[src/rtl/wr_level_mon.sv]
// Write-domain FIFO occupancy monitor: fill level, almost-full, high-water mark, overflow stats.
// Level path is two registered stages (inputs -> wlevel in 2 edges); no backpressure, observe-only.
module wr_level_mon #(
    parameter int PTR_WIDTH = 3,
    parameter int AF_THRESH = 6
) (
    input  logic                 wclk,
    input  logic                 wrst,
    input  logic                 w_en,
    input  logic                 full,
    input  logic [PTR_WIDTH:0]   b_wptr,
    input  logic [PTR_WIDTH:0]   g_rptr_sync,
    input  logic                 clr_stats,
    output logic [PTR_WIDTH:0]   wlevel,
    output logic                 almost_full,
    output logic [PTR_WIDTH:0]   hwm,
    output logic                 ovf_sticky,
    output logic [7:0]           ovf_cnt,
    output logic                 level_err
);

    localparam int                PW      = PTR_WIDTH + 1;
    localparam int                DEPTH   = 1 << PTR_WIDTH;
    localparam logic [PTR_WIDTH:0] DEPTH_V = PW'(DEPTH);
    localparam logic [PTR_WIDTH:0] AF_V    = PW'(AF_THRESH);

    logic [PTR_WIDTH:0] r_wp_q;
    logic [PTR_WIDTH:0] r_rb_q;
    logic [PTR_WIDTH:0] r_wlevel;
    logic               r_almost_full;
    logic [PTR_WIDTH:0] r_hwm;
    logic               r_ovf_sticky;
    logic [7:0]         r_ovf_cnt;
    logic               r_level_err;

    logic [PTR_WIDTH:0] w_rb_bin;
    logic [PTR_WIDTH:0] w_diff;
    logic               w_over;
    logic               w_ovf_evt;

    // Binary bit i is the XOR of all Gray bits from the MSB down to i.
    always_comb begin
        w_rb_bin = '0;
        for (int i = 0; i < PW; i++) begin
            w_rb_bin[i] = ^(g_rptr_sync >> i);
        end
    end

    // Modular subtraction covers pointer wrap with no MSB special-casing.
    assign w_diff    = r_wp_q - r_rb_q;
    assign w_over    = (w_diff > DEPTH_V);
    assign w_ovf_evt = w_en & full;

    always_ff @(posedge wclk) begin
        if (wrst) begin
            r_wp_q        <= '0;
            r_rb_q        <= '0;
            r_wlevel      <= '0;
            r_almost_full <= 1'b0;
            r_hwm         <= '0;
            r_ovf_sticky  <= 1'b0;
            r_ovf_cnt     <= '0;
            r_level_err   <= 1'b0;
        end else begin
            r_wp_q <= b_wptr;
            r_rb_q <= w_rb_bin;

            // An impossible difference is clamped to full so throttling stays safe.
            if (w_over) begin
                r_wlevel      <= DEPTH_V;
                r_almost_full <= 1'b1;
            end else begin
                r_wlevel      <= w_diff;
                r_almost_full <= (w_diff >= AF_V);
            end

            if (clr_stats) begin
                r_hwm        <= r_wlevel;
                r_ovf_sticky <= 1'b0;
                r_ovf_cnt    <= '0;
                r_level_err  <= 1'b0;
            end else begin
                if (r_wlevel > r_hwm) begin
                    r_hwm <= r_wlevel;
                end
                if (w_over) begin
                    r_level_err <= 1'b1;
                end
                if (w_ovf_evt) begin
                    r_ovf_sticky <= 1'b1;
                    if (r_ovf_cnt != 8'hFF) begin
                        r_ovf_cnt <= r_ovf_cnt + 8'd1;
                    end
                end
            end
        end
    end

    assign wlevel      = r_wlevel;
    assign almost_full = r_almost_full;
    assign hwm         = r_hwm;
    assign ovf_sticky  = r_ovf_sticky;
    assign ovf_cnt     = r_ovf_cnt;
    assign level_err   = r_level_err;

endmodule
[config.mk]
export PLATFORM = sky130hd
export DESIGN_NAME = wr_level_mon
export DESIGN_NICKNAME = d
export VERILOG_FILES = /design/src/rtl/wr_level_mon.sv
export SDC_FILE = /design/constraint.sdc
export NUM_CORES = 1
export LEC_CHECK = 0
export BUFFER_PORTS_ARGS = -buffer_cell sky130_fd_sc_hd__clkbuf_2
export CORE_ASPECT_RATIO = 1.2
export CORE_MARGIN = 1.5
export CORE_UTILIZATION = 50
export CTS_CLUSTER_SIZE = 20
export DETAILED_ROUTE_END_ITERATION = 10
export HOLD_SLACK_MARGIN = 0.08
export PLACE_DENSITY = 0.76
export SLEW_MARGIN = 20
export SYNTH_ARGS = -nofsm -noshare
export SYNTH_HDL_FRONTEND = slang
export SYNTH_SLANG_ARGS = --single-unit
[constraint.sdc]
create_clock -name wclk -period 1.96 [get_ports wclk]
set_clock_uncertainty 0.1 [all_clocks]
set_input_delay 0.392 -clock wclk [delete_from_list [all_inputs] [get_ports wclk]]
set_output_delay 0.392 -clock wclk [all_outputs]
set_load 0.01 [all_outputs]
==> insert_results.sql, run 1 <==
INSERT INTO impl_metrics (metric_group, metric, value, unit) VALUES
('detailed_routing', 'vias', '980', ''),
('synth', 'synth_area', '0.00121', 'mm²'),
('setup_path', 'crit_path_max_fanout', '4', ''),
('synth', 'synth.net_count', '150', ''),
('synth', 'netlist.top_cell.by_area', 'sky130_fd_sc_hd__dfxtp_1', ''),
('clock_tree', 'htree_levels', '1', ''),
('synth', 'count_of_flip_flops_with_a_built_in_enable_after_synthesis', '0', ''),
('clock_tree', 'cts-buffers-inserted', '3', ''),
('detailed_routing', 'detail-route-antenna-nets', '0', ''),
('setup_path', 'worst_setup_path_start_kind', 'register', ''),
('sta', 'final_clock_period_utilization_by_the_worst_path', '87.6', '%'),
('sta', 'grt_setup_unrepaired', 'false', ''),
('die', 'placeableCoreArea', '0.00228', 'mm²'),
('synth', 'ys_seq_area_share', '44.6', '%'),
('hold_path', 'hold_path.class', 'in2reg', ''),
('layout', 'n_antenna_cell', '0', ''),
('detailed_routing', 'detail_route.drc_violations', '0', ''),
('place', 'placement.io_buffers', '31', ''),
('sta', 'final-max-slew-violation-count', '0', ''),
('layout', 'area_growth_syn_to_layout', '18.7', '%'),
('power_and_ir_drop', 'vdd.ir_drop.worst', '0.470', 'mV'),
('setup_path', 'crit_path_largest_cell_delay', '0.38', 'ns'),
('global_routing', 'grt_start_max_net_pins', '23', ''),
('synth', 'ys_top_cells_by_count', 'sky130_fd_sc_hd__dfxtp_1, sky130_fd_sc_hd__inv_1, sky130_fd_sc_hd__nor2_1', ''),
('sta', 'timing.setup.tns', '0', 'ns'),
('clock_tree', 'cts_num_sinks', '27', ''),
('detailed_routing', 'wl_per_cell', '10.8', 'µm'),
('sta', 'hold_vio_cnt_final', '0', ''),
('synth', 'main_flop_type_after_synthesis', 'sky130_fd_sc_hd__dfxtp_1', ''),
('sta', 'finalSetupViolations', '0', ''),
('synth', 'synth.most_common_cell', 'sky130_fd_sc_hd__dfxtp_1', ''),
('clock_tree', 'cts_root_buf', 'sky130_fd_sc_hd__clkbuf_4', ''),
('synth', 'synth_cells', '128', ''),
('clock_tree', 'buffer_depth_of_the_longest_clock_path', '2', ''),
('layout', 'finalCoreUtilization', '63.0', '%'),
('synth', 'netlist_cell_types', '31', ''),
('synth', 'fraction_of_synthesis_flops_using_an_asynchronous_set_or_reset_pin', '0', '%'),
('synth', 'synth_warnings', '0', ''),
('layout', 'final_nets', '185', ''),
('die', 'pin_count', '32', ''),
('global_routing', 'grt_pass1_vias', '898', ''),
('setup_path', 'cells_along_the_critical_path', 'inv_1 -> ha_1 -> a21oi_1 -> o221ai_1 -> a21oi_2 -> mux2i_1', ''),
('sta', 'fin_ws', '0.244', 'ns'),
('global_routing', 'antenna_violations_before_repair', '0', ''),
('clock_tree', 'clkSlewWorstSetupHoldPaths', '0.13', 'ns'),
('global_routing', 'grt_first_pass_wirelength', '3380', 'µm'),
('die', 'start_util', '53.1', '%'),
('synth', 'synth_top_area_share', '44.6', '%'),
('die', 'die_width', '48.0', 'µm'),
('detailed_routing', 'wl', '2090', 'µm'),
('die', 'die_area', '0.00273', 'mm²'),
('clock_tree', 'worst_skew_pair.late_latency', '0.30', 'ns'),
('global_routing', 'grt_remaining_overflow', '0', ''),
('die', 'chipHeight', '56.9', 'µm'),
('power_and_ir_drop', 'power_leakage', '0.639', 'nW'),
('place', 'dp_hpwl', '1710', 'µm'),
('setup_path', 'worstPathArrival', '1.86', 'ns'),
('die', 'placement_rows', '19', ''),
('setup_path', 'criticalPathCategory', 'reg2reg', ''),
('setup_path', 'largest_delay_share_family_worst_path', 'compound AO/OA/AOI/OAI gates', ''),
('detailed_routing', 'vias_per_cell', '5.08', ''),
('power_and_ir_drop', 'p_total', '1.12', 'mW'),
('sta', 'fin_crit', '1.72', 'ns'),
('place', 'dp_cells', '189', ''),
('synth', 'syn_avg_cell_area', '9.47', 'µm²'),
('detailed_routing', 'detail_route.iter0.violations', '12', ''),
('layout', 'post-route-cell-area', '0.00144', 'mm²'),
('run_status', 'outcome', 'completed', ''),
('global_routing', 'grt_usage', '16.6', '%'),
('sta', 'max_slew_margin', '73.3', '%'),
('setup_path', 'critical_path_required', '2.10', 'ns');
cell type report:
cell class / count / area, µm²
multi-input combinational: 87 / 622
sequential: 27 / 541
fill: 217 / 843
inverter: 11 / 41.3
timing repair buffer: 33 / 170
clock buffer: 4 / 26.3
tap: 31 / 38.8
cells in the final DEF (no fill, tap or decap), types with 2 or more instances in the layout:
| cell | netlist | routed |
|---|---|---|
| sky130_fd_sc_hd__a21oi_1 | 6 | 5 |
| sky130_fd_sc_hd__buf_4 | 0 | 2 |
| sky130_fd_sc_hd__o211ai_1 | 2 | 2 |
| sky130_fd_sc_hd__nor2_1 | 10 | 10 |
| sky130_fd_sc_hd__inv_1 | 11 | 11 |
| sky130_fd_sc_hd__ha_1 | 8 | 8 |
| sky130_fd_sc_hd__dfxtp_1 | 27 | 27 |
| sky130_fd_sc_hd__nor3_1 | 2 | 2 |
| sky130_fd_sc_hd__clkbuf_2 | 0 | 31 |
| sky130_fd_sc_hd__xor2_1 | 7 | 7 |
| sky130_fd_sc_hd__nand2b_1 | 9 | 9 |
| sky130_fd_sc_hd__nand4_1 | 2 | 2 |
| sky130_fd_sc_hd__o21ai_0 | 4 | 4 |
| sky130_fd_sc_hd__xnor2_1 | 3 | 3 |
| sky130_fd_sc_hd__clkbuf_4 | 0 | 3 |
| sky130_fd_sc_hd__mux2i_1 | 5 | 5 |
| sky130_fd_sc_hd__nand3_1 | 5 | 5 |
| sky130_fd_sc_hd__nand2_1 | 3 | 3 |
| sky130_fd_sc_hd__o21a_1 | 2 | 2 |
| sky130_fd_sc_hd__nor2b_1 | 5 | 5 |
| sky130_fd_sc_hd__or3_1 | 2 | 2 |
| sky130_fd_sc_hd__nor3b_1 | 2 | 2 |
kinds of logic (layout without fill, tap and decap cells):
kind of cell,count (synthesis),count (layout),share of synthesized area [%]
and+or+nand+nor,45,45,20.1
DFF,27,27,44.6
AOI/OAI and AO/OA,18,18,9.60
buffers and inverters,14,48,4.44
xor gates and xnor gates,10,10,7.22
adders and majority gates,9,9,9.91
muxes,5,5,4.13
power breakdown:
group	switching, mW	internal (mW)
sequential	0.0260	0.592
clock	0.145	0.0793
combinational	0.150	0.132
total	0.321	0.803
registers in the layout, indices dropped and copies added (netlist names):
signal and count:
r_wp_q 4, r_rb_q 4, hwm 4, almost_full 1, ovf_sticky 1, ovf_cnt 8
level_err 1, wlevel 4
final timing paths:
check | startpoint | to | slack [ns] | cells after the start
max | hwm[2] | hwm[0] | 0.24 | 6
min | b_wptr[3] | r_wp_q[3] | 0.18 | 2
max reg2reg | hwm[2] | hwm[0] | 0.24 | 6
min reg2reg | wlevel[0] | hwm[0] | 0.40 | 2
per-layer routing:
metal | GRT usage (%) | vias up | wire length [µm]
met3 | 2.85 | 2 | 79
met5 | 0 | - | 0
met1 | 19.8 | 451 | 892
met4 | 3.47 | 0 | 13
met2 | 29.7 | 28 | 1110
li1 | - | 499 | -
repair_timing:
item                       4_1_cts  5_1_grt
setup endpoints to repair        0        1
hold buffers                     0        0
resized for setup                0        1
(Power assumes the default switching activity.)
==> run 2, diff against run 1 <==
--- a/config.mk
+++ b/config.mk
@@ -9,6 +9,7 @@
 export CORE_ASPECT_RATIO = 1.2
 export CORE_MARGIN = 1.5
 export CORE_UTILIZATION = 50
+export CTS_BUF_LIST = sky130_fd_sc_hd__clkbuf_8
 export CTS_CLUSTER_SIZE = 20
 export DETAILED_ROUTE_END_ITERATION = 10
 export HOLD_SLACK_MARGIN = 0.08
==> constraint.sdc (replaced) <==
create_clock -name wclk -period 1.96 [get_ports wclk]
set_clock_uncertainty 0.1 [all_clocks]
set_input_delay 0.196 -clock wclk [delete_from_list [all_inputs] [get_ports wclk]]
set_output_delay 0.196 -clock wclk [all_outputs]
set_load 0.01 [all_outputs]
==> run 2 against run 1 <==
Clock power is 31% higher. Worst setup slack worse by 0.082 ns. Die area stayed put. Largest power group unchanged. Critical endpoint is now hwm[2]. Maximum frequency is 4.6% lower. Sequential share of layout area is 1.4 points lower. Highest routed layer unchanged. Sequential power hardly changed. Count of clock-buffer cells in the layout is 1 lower. Flip-flop and latch count stayed put. First-iteration DRC count is 17% higher. Wire length is 3.3% lower.
==> insert_results.sql, run 2 (same netlist as run 1, synthesis figures left out) <==
INSERT INTO impl_metrics (metric_group, metric, value, unit) VALUES
('die', 'die_area', '0.00273', 'mm²'),
('setup_path', 'crit_path_max_fanout', '4', ''),
('place', 'dp_cells', '188', ''),
('detailed_routing', 'vias_per_cell', '4.94', ''),
('setup_path', 'worst_setup_path_start_kind', 'register', ''),
('sta', 'fin_crit', '1.80', 'ns'),
('setup_path', 'regToRegStartpoint', 'hwm[2]', ''),
('layout', 'final_nets', '189', ''),
('place', 'dp_hpwl', '1610', 'µm'),
('die', 'chipHeight', '56.9', 'µm'),
('layout', 'register_area', '541', 'µm²'),
('setup_path', 'criticalPathCategory', 'reg2reg', ''),
('setup_path', 'worstPathArrival', '1.89', 'ns'),
('setup_path', 'timing.reg2reg.worst_path_depth', '6', ''),
('global_routing', 'antenna_violations_before_repair', '0', ''),
('layout', 'max_reg_flops', '8', ''),
('layout', 'multi_input_area', '618', 'µm²'),
('die', 'start_util', '53.1', '%'),
('job', 'cap_violations', '0', ''),
('global_routing', 'grt_remaining_overflow', '0', ''),
('place', 'routability_congestion_estimate', '0.773', ''),
('detailed_routing', 'wl', '2030', 'µm'),
('layout', 'n_antenna_cell', '0', ''),
('global_routing', 'grt_start_max_net_pins', '23', ''),
('power_and_ir_drop', 'vdd.ir_drop.worst', '0.579', 'mV'),
('hold_path', 'hold_path.class', 'in2reg', ''),
('layout', 'layout_common_cells', 'sky130_fd_sc_hd__clkbuf_2, sky130_fd_sc_hd__dfxtp_1, sky130_fd_sc_hd__inv_1', ''),
('hold_path', 'holdPathEnd', 'r_rb_q[3]', ''),
('clock_tree', 'clkSlewWorstSetupHoldPaths', '0.08', 'ns'),
('detailed_routing', 'detail-route-antenna-nets', '0', ''),
('detailed_routing', 'drt_pass1_iterations', '4', ''),
('die', 'pin_count', '32', ''),
('sta', 'max_slew_margin', '64.6', '%'),
('layout', 'stdcell_count', '197', ''),
('detailed_routing', 'vias', '973', ''),
('layout', 'post-route-cell-area', '0.00150', 'mm²'),
('clock_tree', 'post-cts-setup-buffer-count', '0', ''),
('power_and_ir_drop', 'power_leakage', '0.667', 'nW'),
('global_routing', 'grt_first_pass_wirelength', '3350', 'µm'),
('sta', 'final-max-slew-violation-count', '0', ''),
('global_routing', 'grt_usage', '16.5', '%'),
('place', 'placement.io_buffers', '31', ''),
('clock_tree', 'buffer_depth_of_the_longest_clock_path', '2', ''),
('layout', 'area_growth_syn_to_layout', '23.4', '%'),
('hold_path', 'worst_hold_path.num_cells', '2', ''),
('sta', 'finalSetupViolations', '0', ''),
('layout', 'mostFrequentLayoutCell', 'sky130_fd_sc_hd__clkbuf_2', ''),
('place', 'placed_area', '0.00140', 'mm²'),
('layout', 'drive_gt1_share', '22.3', '%'),
('die', 'die_width', '48.0', 'µm'),
('clock_tree', 'tritoncts', 'built', ''),
('sta', 'final_clock_period_utilization_by_the_worst_path', '91.8', '%'),
('sta', 'worstMarginPinSlew', '0.532', 'ns'),
('sta', 'grt_setup_unrepaired', 'false', ''),
('sta', 'max_clock_freq', '556', 'MHz'),
('setup_path', 'r2r_slack', '0.16', 'ns'),
('power_and_ir_drop', 'power_density', '794', 'mW/mm²'),
('layout', 'fillers', '219', ''),
('global_routing', 'grt_pass1_vias', '879', ''),
('clock_tree', 'worst_skew_pair.late_latency', '0.26', 'ns'),
('detailed_routing', 'detail_route.iter0.violations', '14', ''),
('detailed_routing', 'wl_per_cell', '10.3', 'µm'),
('clock_tree', 'cts-buffers-inserted', '3', ''),
('sta', 'hold_vio_cnt_final', '0', ''),
('sta', 'timing.setup.tns', '0', 'ns'),
('die', 'placeableCoreArea', '0.00228', 'mm²'),
('clock_tree', 'cts_root_buf', 'sky130_fd_sc_hd__clkbuf_8', ''),
('clock_tree', 'htree_levels', '1', ''),
('die', 'placement_rows', '19', ''),
('run_status', 'outcome', 'completed', ''),
('setup_path', 'setup.worst_path.end_class', 'register', ''),
('detailed_routing', 'detail_route.drc_violations', '0', ''),
('hold_path', 'hold_crit_start', 'g_rptr_sync[3]', ''),
('setup_path', 'critical_path_required', '2.05', 'ns'),
('setup_path', 'worst_r2r_endpoint', 'hwm[2]', ''),
('clock_tree', 'cts_num_sinks', '27', '');
[run 2: worst max path at each step]
stage                start  endpoint  depth (start not counted)
detailed placement  hwm[2]    hwm[3]                          6
finish              hwm[2]    hwm[2]                          6
global route        hwm[2]    hwm[1]                          6
CTS                 hwm[2]    hwm[3]                          6
floorplan           hwm[2]    hwm[0]                          6
global placement    hwm[2]    hwm[3]                          6
[run 2: stage by stage]
stage	power [mW]	utilization, %	setup slack, ns	hold WS, ns
2_1_floorplan	0.824	-	0.252	0.224
3_3_place_gp	0.891	61.4	0.243	0.304
3_5_place_dp	0.906	61.4	0.133	0.312
4_1_cts	1.20	65.6	0.129	0.0843
5_1_grt	1.26	65.6	0.000298	0.0925
6_report	1.19	65.6	0.162	0.0880
[run 2: repair_timing]
item / in CTS / in global routing
resized for setup: 0 / 0
hold endpoints to repair: 5 / 0
hold buffers: 5 / 0
[run 2: per-layer routing]
layer | wire, µm | part of all wire, % | global-route usage, %
met1 | 894 | 44 | 19.8
met2 | 1010 | 50 | 28.0
met3 | 95 | 4.7 | 3.16
met4 | 24 | 1.2 | 5.79
met5 | 0 | 0 | 0
[run 2: area by class of cell]
class | instances | area share [%]
timing repair buffer | 37 | 14.2
inverter | 11 | 2.76
tap | 31 | 2.59
multi-input combinational | 87 | 41.3
clock inverter | 1 | 0.251
clock buffer | 3 | 2.76
sequential | 27 | 36.1
[run 2: critical path: stages (launching register included)]
cell and delay, ns:
sky130_fd_sc_hd__dfxtp_1 0.36, sky130_fd_sc_hd__inv_1 0.05, sky130_fd_sc_hd__ha_1 0.29, sky130_fd_sc_hd__a21oi_1 0.16, sky130_fd_sc_hd__o221ai_1 0.12, sky130_fd_sc_hd__a21oi_1 0.41, sky130_fd_sc_hd__mux2i_1 0.24
[run 2: where the power goes]
part / internal [mW] / switching (mW) / leakage [nW]
clock: 0.140 / 0.154 / 0.0269
combinational: 0.135 / 0.143 / 0.419
sequential: 0.591 / 0.0250 / 0.221
